### src/rtl/cache_axi_bridge_if.sv
// cache_axi_bridge_if: AXI4 master bundle between the cache bridge and the memory subsystem scalar port.
interface cache_axi_bridge_if #(
  parameter int C_M_AXI_ADDR_WIDTH = 32,
  parameter int C_M_AXI_DATA_WIDTH = 32
);
  logic [C_M_AXI_ADDR_WIDTH-1:0] araddr, awaddr;
  logic [7:0] arlen, awlen;
  logic [2:0] arsize, awsize;
  logic [1:0] arburst, awburst, rresp, bresp;
  logic [C_M_AXI_DATA_WIDTH-1:0] rdata, wdata;
  logic [C_M_AXI_DATA_WIDTH/8-1:0] wstrb;
  logic arvalid, arready, rvalid, rready, rlast;
  logic awvalid, awready, wvalid, wready, wlast, bvalid, bready;
  modport master (
    output araddr, arlen, arsize, arburst, arvalid, rready,
    output awaddr, awlen, awsize, awburst, awvalid, wdata, wstrb, wlast, wvalid, bready,
    input  arready, rdata, rresp, rlast, rvalid, awready, wready, bresp, bvalid
  );
  modport slave (
    input  araddr, arlen, arsize, arburst, arvalid, rready,
    input  awaddr, awlen, awsize, awburst, awvalid, wdata, wstrb, wlast, wvalid, bready,
    output arready, rdata, rresp, rlast, rvalid, awready, wready, bresp, bvalid
  );
endinterface

### src/rtl/cache_axi_bridge.sv
// cache_axi_bridge: cache line refill/writeback to single AXI4 INCR bursts, independent read and write FSMs.
// CACHE_AXI_BRIDGE_WR_ORDER_EN holds a refill's AR until any in-flight writeback has completed.
module cache_axi_bridge #(
  parameter int C_M_AXI_ADDR_WIDTH = 32,
  parameter int C_M_AXI_DATA_WIDTH = 32,
  parameter int C_BLOCK_SIZE       = 64
) (
  input  logic                          clk,
  input  logic                          rstn,
  input  logic [C_M_AXI_ADDR_WIDTH-1:0] rd_addr_i,
  input  logic                          rd_init_i,
  output logic [C_M_AXI_DATA_WIDTH-1:0] rd_data_o,
  output logic                          rd_next_o,
  output logic                          rd_done_o,
  output logic                          rd_busy_o,
  input  logic [C_M_AXI_ADDR_WIDTH-1:0] wr_addr_i,
  input  logic                          wr_init_i,
  input  logic [C_M_AXI_DATA_WIDTH-1:0] wr_data_i,
  output logic                          wr_next_o,
  output logic                          wr_done_o,
  output logic                          wr_busy_o,
  cache_axi_bridge_if.master            axi
);
  localparam int BEATS = C_BLOCK_SIZE * 8 / C_M_AXI_DATA_WIDTH;
  localparam logic [7:0] LEN = 8'(BEATS - 1);
  localparam logic [C_M_AXI_ADDR_WIDTH-1:0] MASK = ~C_M_AXI_ADDR_WIDTH'(C_BLOCK_SIZE - 1);
  localparam logic [2:0] SIZE = 3'($clog2(C_M_AXI_DATA_WIDTH / 8));
  typedef enum logic [1:0] {R_IDLE, R_ADDR, R_DATA} r_state_t;
  typedef enum logic [1:0] {W_IDLE, W_BURST, W_RESP} w_state_t;
  r_state_t r_state, r_next;
  w_state_t w_state, w_next;
  logic [7:0] cnt;
  logic aw_done, w_done, r_hold;
  assign axi.arsize  = SIZE;
  assign axi.awsize  = SIZE;
  assign axi.arburst = 2'b01;
  assign axi.awburst = 2'b01;
  assign axi.wstrb   = '1;
  assign axi.wdata   = wr_data_i;
  always_ff @(posedge clk or negedge rstn)
    if (!rstn) begin
      r_state <= R_IDLE;
      w_state <= W_IDLE;
    end else begin
      r_state <= r_next;
      w_state <= w_next;
    end
  always_comb begin
    r_next = r_state;
    case (r_state)
      R_IDLE:  if (rd_init_i) r_next = R_ADDR;
      R_ADDR:  if (axi.arvalid && axi.arready) r_next = R_DATA;
      R_DATA:  if (axi.rvalid && axi.rlast) r_next = R_IDLE;
      default: r_next = R_IDLE;
    endcase
  end
  always_comb begin
    w_next = w_state;
    case (w_state)
      W_IDLE:  if (wr_init_i) w_next = W_BURST;
      W_BURST: if ((aw_done || (axi.awvalid && axi.awready)) && (w_done || (wr_next_o && axi.wlast))) w_next = W_RESP;
      W_RESP:  if (axi.bvalid) w_next = W_IDLE;
      default: w_next = W_IDLE;
    endcase
  end
  always_comb begin
    rd_busy_o   = r_state != R_IDLE;
    axi.arvalid = r_state == R_ADDR && !r_hold;
    axi.rready  = r_state == R_DATA;
    wr_busy_o   = w_state != W_IDLE;
    axi.awvalid = w_state == W_BURST && !aw_done;
    axi.wvalid  = w_state == W_BURST && !w_done;
    axi.wlast   = axi.wvalid && cnt == LEN;
    axi.bready  = w_state == W_RESP;
    wr_next_o   = axi.wvalid && axi.wready;
  end
  always_ff @(posedge clk or negedge rstn)
    if (!rstn) begin
      axi.araddr <= '0;
      axi.awaddr <= '0;
      axi.arlen  <= '0;
      axi.awlen  <= '0;
      rd_data_o  <= '0;
      rd_next_o  <= 1'b0;
      rd_done_o  <= 1'b0;
      wr_done_o  <= 1'b0;
      cnt        <= '0;
      aw_done    <= 1'b0;
      w_done     <= 1'b0;
    end else begin
      axi.arlen <= LEN;
      axi.awlen <= LEN;
      if (r_state == R_IDLE && rd_init_i) axi.araddr <= rd_addr_i & MASK;
      if (axi.rready && axi.rvalid) rd_data_o <= axi.rdata;
      rd_next_o <= axi.rready && axi.rvalid;
      rd_done_o <= axi.rready && axi.rvalid && axi.rlast;
      wr_done_o <= axi.bready && axi.bvalid;
      if (w_state == W_IDLE && wr_init_i) begin
        axi.awaddr <= wr_addr_i & MASK;
        cnt        <= '0;
        aw_done    <= 1'b0;
        w_done     <= 1'b0;
      end else begin
        if (axi.awvalid && axi.awready) aw_done <= 1'b1;
        if (wr_next_o) begin
          cnt <= cnt + 8'd1;
          if (axi.wlast) w_done <= 1'b1;
        end
      end
    end
`ifdef CACHE_AXI_BRIDGE_WR_ORDER_EN
  // A refill accepted while a writeback is pending or starting waits for its B response.
  always_ff @(posedge clk or negedge rstn)
    if (!rstn) r_hold <= 1'b0;
    else if (r_state == R_IDLE && rd_init_i) r_hold <= wr_busy_o || wr_init_i;
    else if (wr_done_o) r_hold <= 1'b0;
`else
  assign r_hold = 1'b0;
`endif
endmodule
### src/flat_wrapper.sv
// flat-port wrapper written by rule: the top's interface ports become plain ports
module cache_axi_bridge_flat 
#(
  parameter int C_M_AXI_ADDR_WIDTH = 32,
  parameter int C_M_AXI_DATA_WIDTH = 32,
  parameter int C_BLOCK_SIZE       = 64
)
  (clk, rstn, rd_addr_i, rd_init_i, rd_data_o, rd_next_o, rd_done_o, rd_busy_o, wr_addr_i, wr_init_i, wr_data_i, wr_next_o, wr_done_o, wr_busy_o, axi_araddr, axi_arlen, axi_arsize, axi_arburst, axi_arvalid, axi_rready, axi_awaddr, axi_awlen, axi_awsize, axi_awburst, axi_awvalid, axi_wdata, axi_wstrb, axi_wlast, axi_wvalid, axi_bready, axi_arready, axi_rdata, axi_rresp, axi_rlast, axi_rvalid, axi_awready, axi_wready, axi_bresp, axi_bvalid);
  cache_axi_bridge_if #(.C_M_AXI_ADDR_WIDTH(C_M_AXI_ADDR_WIDTH), .C_M_AXI_DATA_WIDTH(C_M_AXI_DATA_WIDTH)) axi_i ();
  input  logic clk;
  input  logic rstn;
  input  logic [C_M_AXI_ADDR_WIDTH-1:0] rd_addr_i;
  input  logic rd_init_i;
  output logic [C_M_AXI_DATA_WIDTH-1:0] rd_data_o;
  output logic rd_next_o;
  output logic rd_done_o;
  output logic rd_busy_o;
  input  logic [C_M_AXI_ADDR_WIDTH-1:0] wr_addr_i;
  input  logic wr_init_i;
  input  logic [C_M_AXI_DATA_WIDTH-1:0] wr_data_i;
  output logic wr_next_o;
  output logic wr_done_o;
  output logic wr_busy_o;
  output wire logic [$bits(axi_i.araddr)-1:0] axi_araddr;
  output wire logic [$bits(axi_i.arlen)-1:0] axi_arlen;
  output wire logic [$bits(axi_i.arsize)-1:0] axi_arsize;
  output wire logic [$bits(axi_i.arburst)-1:0] axi_arburst;
  output wire logic [$bits(axi_i.arvalid)-1:0] axi_arvalid;
  output wire logic [$bits(axi_i.rready)-1:0] axi_rready;
  output wire logic [$bits(axi_i.awaddr)-1:0] axi_awaddr;
  output wire logic [$bits(axi_i.awlen)-1:0] axi_awlen;
  output wire logic [$bits(axi_i.awsize)-1:0] axi_awsize;
  output wire logic [$bits(axi_i.awburst)-1:0] axi_awburst;
  output wire logic [$bits(axi_i.awvalid)-1:0] axi_awvalid;
  output wire logic [$bits(axi_i.wdata)-1:0] axi_wdata;
  output wire logic [$bits(axi_i.wstrb)-1:0] axi_wstrb;
  output wire logic [$bits(axi_i.wlast)-1:0] axi_wlast;
  output wire logic [$bits(axi_i.wvalid)-1:0] axi_wvalid;
  output wire logic [$bits(axi_i.bready)-1:0] axi_bready;
  input wire logic [$bits(axi_i.arready)-1:0] axi_arready;
  input wire logic [$bits(axi_i.rdata)-1:0] axi_rdata;
  input wire logic [$bits(axi_i.rresp)-1:0] axi_rresp;
  input wire logic [$bits(axi_i.rlast)-1:0] axi_rlast;
  input wire logic [$bits(axi_i.rvalid)-1:0] axi_rvalid;
  input wire logic [$bits(axi_i.awready)-1:0] axi_awready;
  input wire logic [$bits(axi_i.wready)-1:0] axi_wready;
  input wire logic [$bits(axi_i.bresp)-1:0] axi_bresp;
  input wire logic [$bits(axi_i.bvalid)-1:0] axi_bvalid;
  assign axi_araddr = axi_i.araddr;
  assign axi_arlen = axi_i.arlen;
  assign axi_arsize = axi_i.arsize;
  assign axi_arburst = axi_i.arburst;
  assign axi_arvalid = axi_i.arvalid;
  assign axi_rready = axi_i.rready;
  assign axi_awaddr = axi_i.awaddr;
  assign axi_awlen = axi_i.awlen;
  assign axi_awsize = axi_i.awsize;
  assign axi_awburst = axi_i.awburst;
  assign axi_awvalid = axi_i.awvalid;
  assign axi_wdata = axi_i.wdata;
  assign axi_wstrb = axi_i.wstrb;
  assign axi_wlast = axi_i.wlast;
  assign axi_wvalid = axi_i.wvalid;
  assign axi_bready = axi_i.bready;
  assign axi_i.arready = axi_arready;
  assign axi_i.rdata = axi_rdata;
  assign axi_i.rresp = axi_rresp;
  assign axi_i.rlast = axi_rlast;
  assign axi_i.rvalid = axi_rvalid;
  assign axi_i.awready = axi_awready;
  assign axi_i.wready = axi_wready;
  assign axi_i.bresp = axi_bresp;
  assign axi_i.bvalid = axi_bvalid;
  cache_axi_bridge #(.C_M_AXI_ADDR_WIDTH(C_M_AXI_ADDR_WIDTH), .C_M_AXI_DATA_WIDTH(C_M_AXI_DATA_WIDTH), .C_BLOCK_SIZE(C_BLOCK_SIZE)) u_core (.clk(clk), .rstn(rstn), .rd_addr_i(rd_addr_i), .rd_init_i(rd_init_i), .rd_data_o(rd_data_o), .rd_next_o(rd_next_o), .rd_done_o(rd_done_o), .rd_busy_o(rd_busy_o), .wr_addr_i(wr_addr_i), .wr_init_i(wr_init_i), .wr_data_i(wr_data_i), .wr_next_o(wr_next_o), .wr_done_o(wr_done_o), .wr_busy_o(wr_busy_o), .axi(axi_i));
endmodule
### config.mk
export PLATFORM = sky130hd
export DESIGN_NAME = cache_axi_bridge_flat
export DESIGN_NICKNAME = d
export VERILOG_FILES = /design/src/rtl/cache_axi_bridge_if.sv /design/src/rtl/cache_axi_bridge.sv /design/src/flat_wrapper.sv
export SDC_FILE = /design/constraint.sdc
export NUM_CORES = 1
export LEC_CHECK = 0
export BUFFER_PORTS_ARGS = -buffer_cell sky130_fd_sc_hd__buf_4
export CORE_AREA = 4 4 129 131
export DETAILED_ROUTE_END_ITERATION = 10
export DIE_AREA = 0 0 133 135
export GPL_TIMING_DRIVEN = 0
export SLEW_MARGIN = 10
export SYNTH_ARGS = -nofsm -noshare
export SYNTH_HDL_FRONTEND = slang
export SYNTH_SLANG_ARGS = --single-unit
### constraint.sdc
create_clock -name clk -period 1.52 [get_ports clk]
set_input_delay 0.076 -clock clk [delete_from_list [all_inputs] [get_ports clk]]
set_output_delay 0.076 -clock clk [all_outputs]
set_load 0.05 [all_outputs]
# [After elaboration in Yosys (flattened, before gate mapping)]
# Index checks and enable logic that the tools add are counted.
# W data, S select, Z words.
[classes] eq_ne=11 n_mux=15 n_reduce_logical=28 addsub=1
[op_table] op="$mux W8" n=2
[op_table] op="$logic_and A1 B1 Y1" n=14
[op_table] op="$mux W2" n=6
[op_table] op="$pmux W2 S3" n=2
[op_table] op="$ne A2 B2 Y1 const B" n=5
[op_table] op="$reduce_bool A2 Y1" n=5
[op_table] op="$add A8 B1 Y8 const B" n=1
[op_table] op="$eq A8 B4 Y1 const B" n=1
[op_table] op="$reduce_and A3 Y1" n=2
[op_table] op="$mux W1" n=5
[op_table] op="$eq A2 B1 Y1 const B" n=2
[op_table] op="$eq A2 B2 Y1 const B" n=2
[op_table] op="$logic_not A2 Y1" n=2
[op_table] op="$logic_not A1 Y1" n=2
[op_table] op="$logic_or A1 B1 Y1" n=2
[op_table] op="$ne A2 B1 Y1 const B" n=1
[op_table] op="$reduce_and A2 Y1" n=1
[word_totals] word_cells=67 register_bits=102 inputBits=142

# [Longest topological paths before layout]
[depth] word_depth=8 mapped_depth=5

# [Least setup slack after synthesis]
# No wires, ideal clock.
[synth_path] path_type="register to register" from="register u_core.r_state[0]" to="register u_core.rd_data_o[0]" setup_slack_ns=-0.180 t_arrival_ns=1.575 path_stages_with_launch=5 t_required_ns=1.395 path_cell_list="dfrtp_1 and2b_1 nand2_1 buf_2 mux2_2"
[synth_between] elab_chain_cells=2
[synth_rtl] item="from (decl)" line="cache_axi_bridge.sv:30" source="r_state_t r_state, r_next;"
[synth_rtl] item="from (signal assigned)" line="cache_axi_bridge.sv:45" source="r_state <= r_next;"
[synth_rtl] item="$eq A2 B2 Y1" line="cache_axi_bridge.sv:69" source="axi.rready = r_state == R_DATA;"
[synth_rtl] item="named net axi_rready" line="flat_wrapper.sv:29" source="output wire logic [$bits(axi_i.rready)-1:0] axi_rready;"
[synth_rtl] item="$logic_and A1 B1 Y1" line="cache_axi_bridge.sv:94" source="if (axi.rready && axi.rvalid) rd_data_o <= axi.rdata;"
[synth_rtl] item="to (signal assigned)" line="cache_axi_bridge.sv:94"
[synth_rtl] item="to (decl)" line="cache_axi_bridge.sv:12" source="output logic [C_M_AXI_DATA_WIDTH-1:0] rd_data_o,"
# The timed path passes the listed nets, and every way through them passes these cells.
# A chain may end at the register's enable or synchronous reset.

# [Worst setup path in the final report]
[layout_path] from="register u_core.w_state[0]" to="register u_core.axi.awaddr[17]"
[layout_between] elab_chain_cells=2
[layout_rtl] item="from (decl)" line="cache_axi_bridge.sv:31" source="w_state_t w_state, w_next;"
[layout_rtl] item="from (signal assigned)" line="cache_axi_bridge.sv:46" source="w_state <= w_next;"
[layout_rtl] item="$logic_not A2 Y1" line="cache_axi_bridge.sv:98" source="if (w_state == W_IDLE && wr_init_i) begin"
[layout_rtl] item="$logic_and A1 B1 Y1" line="cache_axi_bridge.sv:98"
[layout_rtl] item="to (signal assigned)" line="cache_axi_bridge.sv:99" source="axi.awaddr <= wr_addr_i & MASK;"
[layout_rtl] item="to (decl)" line="cache_axi_bridge_if.sv:16" source="output awaddr, awlen, awsize, awburst, awvalid, wdata, wstrb, wlast, wvalid, bready,"
# No other way between the ends.

==> qor.yml <==
status:
  status: "finished, violations left"
  violations: "setup timing"
setup_path:
  arrival_ns: 1.78
  startpoint_type: "register"
  cp.buffers_inverters: 1
  crit_path_max_fanout: 7
  rrSetupSlack_ns: -0.03
  crit_family: "simple AND/OR/NAND/NOR gates"
  path_class: "register to register"
  slowest_delay_ns: 0.45
  required_ns: 1.75
  crit_path_end_kind: "register"
  path_cells: "or2_4 > nor2_8 > clkbuf_16 > mux2_4"
  slowest_stage: "dfrtp_2"
power_and_ir_drop:
  totalPowerFinal_mw: 17.4
  worst_ir_drop_vdd_mv: 1.13
  power.density_nw_per_um2: 2090
  p_leak_nw: 4.13
logic_synthesis:
  synthMuxAreaShare_pct: 21.2
  async_flop_share_pct: 100
  synth-xor-area-share_pct: 0.192
  synthFlopType: "dfrtp_1"
  ys_seq_area_share_pct: 55.9
  synth-simple-area-share_pct: 5.89
  synth.distinct_cells: 38
  synth-edff-count: 0
  syn_area_sq_um: 4570
  ys_seq_elements: 102
  synth_fa_ha_area_share_pct: 0.274
  synthCells: 339
  syn_area_per_cell_sq_um: 13.5
  synth_top_family_by_area: "multiplexers"
  synth-compound-area-share_pct: 2.52
  yosysWarnings: 0
cells_and_area:
  final_area_sq_um: 8330
  area_growth_pct: 82.4
  num_antenna_cells: 0
  final_nets: 864
  drive_gt1_share_pct: 62.5
routing:
  wl_per_cell_um: 14.4
  ant_nets: 0
  totalWireLength_mm: 13.5
  drcViolationCount: 0
  drt-pass1-iter-count: 4
  avgViaCountPerCell: 4.08
  vias: 3847
  drtIter0Drc: 102
floorplan:
  row_count: 46
  initial_core_util_pct: 29.3
  ios: 312
  core_area_sq_um: 15600
  die_h_um: 135
  dieWidth_um: 133
  dieArea_sq_um: 18000
sta:
  max_freq_ghz: 0.644
  slew_violations: 0
  finalClockSkew_ns: 0.00866
  fin_crit_sh_pct: 102
  setup_viol: 16
  slew_headroom_pct: 54.9
  fin_crit_ns: 1.55
  rsz0062_at_grt: "yes"
  hold_viol_final: 0
  tightest_slew_ns: 0.677
  setup_slack_ns: -0.0317
clock_tree:
  cts_tree: "done"
  clockRootBuffer: "clkbuf_16"
  cts_buffer_depth: 2
  cts.htree.levels: 3
  cts_sinks: 102
  cts_buffers: 9
  clk-insertion-delay-late_ns: 0.35
  clk_pin_slew_ns: 0.07
global_routing:
  grt_use_met2_pct: 25.6
  first_global_vias: 4050
  grt_util_all_layers_pct: 14.1
  grt_pass1_wl_mm: 20.5
  antenna_found_initial: 0
  met1_usage_pct: 14.7
  grt_use_met3_pct: 4.96
  grt_max_degree: 53
  grt-ovfl-total: 0
  grt.busiest_layer: "met2"
hold_path:
  hp-class: "input pin to register"
placement:
  placed_area_sq_um: 6720
  io_buffers: 229
  dpl_worst_slack_ns: -0.112
  dp.final_hpwl_mm: 9.45
  gp_congestion: 0.726
job:
  maxCapViolCount: 0
==> area by class of cell <==
type	instances	area, sq um
fillers	1317	7270
repair buffers	338	2830
flip-flops and latches	102	2560
multi-input cells	180	1670
plain buffers	82	663
well taps	216	270
clock buffers	9	225
clock inverters	7	75.1
inverters	8	32.5
==> kinds of logic (layout without fill, tap and decap cells) <==
kind of cell / Yosys count / after routing
buffers and inverters: 90 / 444
AO/OA/AOI/OAI: 18 / 18
adder cells (fa/ha/maj): 1 / 1
AND/OR/NAND/NOR: 39 / 39
XOR/XNOR: 1 / 1
multiplexers: 86 / 86
flip-flops: 102 / 102
other: 2 / 35
==> worst register-to-register path: cells and delay by family (launching register included) <==
kind	cells	cell delay, ns
AND/OR/NAND/NOR	2	0.49
multiplexers	1	0.30
flip-flops	1	0.45
buffers and inverters	1	0.20
==> metal layers <==
layer / wire length, um / up-vias
met4: 288 / 0
met2: 7310 / 169
met5: 0 / -
met1: 4790 / 1839
met3: 1140 / 20
li1: - / 1819
==> flip-flops by register name (all words and copies together), names as in the netlist <==
register / flops
u_core.rd_data_o: 32
u_core.axi.awaddr: 26
u_core.wr_done_o: 1
u_core.rd_done_o: 1
u_core.w_state: 2
u_core.rd_next_o: 1
u_core.r_state: 2
u_core.cnt: 8
u_core.w_done: 1
u_core.axi.araddr: 26
u_core.axi.arlen: 1
u_core.aw_done: 1
==> cells in the mapped netlist, types with 2 or more instances <==
cell type  number  area [sq um]
nand2_1         4          15.0
conb_1          2          7.51
buf_2           4          20.0
nand3_1         3          15.0
nor2b_1         2          12.5
buf_4          78           586
mux2i_1         2          20.0
or3_1           4          25.0
inv_1           8          30.0
a21oi_1         7          35.0
o31ai_1         3          22.5
or4_1           3          22.5
mux2_2         83           935
nor2_1          6          22.5
dfrtp_1       102          2550
nand4_1         2          12.5
and3_1          2          12.5
o21ai_0         3          15.0
nor2_8          2          40.0
==> stage by stage <==
stage | instances | setup TNS (ns) | utilization (%) | hold slack, ns
floorplan | 372 | -0.515 | - | -0.220
global placement | 817 | -1.70 | 42.9 | 0.298
detailed placement | 818 | -2.43 | 43.1 | 0.166
CTS | 933 | -0.532 | 52.2 | 0.00865
global route | 942 | -1.89 | 53.4 | 0.0329
finish | 942 | -0.387 | 53.4 | 0.0285
==> power breakdown <==
group	switching, mW	internal, mW
Sequential	0.723	3.98
Combinational	6.53	3.83
Clock	1.04	1.28
==> worst paths after layout <==
kind                                      from               endpoint  cells past startpoint
setup / recovery             u_core.w_state[0]  u_core.axi.awaddr[17]                      4
hold / removal                     axi_awready         u_core.aw_done                      3
setup reg to reg             u_core.w_state[0]  u_core.axi.awaddr[17]                      4
hold reg to reg            u_core.rd_data_o[6]    u_core.rd_data_o[6]                      1
max in group asynchronous                 rstn   u_core.axi.araddr[7]                      3
min in group asynchronous                 rstn  u_core.axi.araddr[12]                      2
==> repair_timing <==
item                                   CTS  global route
setup endpoints to repair               52            67
setup buffers                           10             7
cloned                                   0             2
pin swaps                                4             4
endpoints found under the hold margin  140             0
hold buffers                            89             0
resized for setup                       37            26
==> cells in the final DEF (no fill, tap or decap), drive strengths merged, types with 4 or more instances in the layout <==
cell / n
nor2: 8
buf: 330
mux2: 84
conb: 35
or3: 4
dlygate4sd3: 89
a21oi: 8
dfrtp: 102
inv: 8
nand2: 4
clkbuf: 10
(Power assumes the default switching activity.)
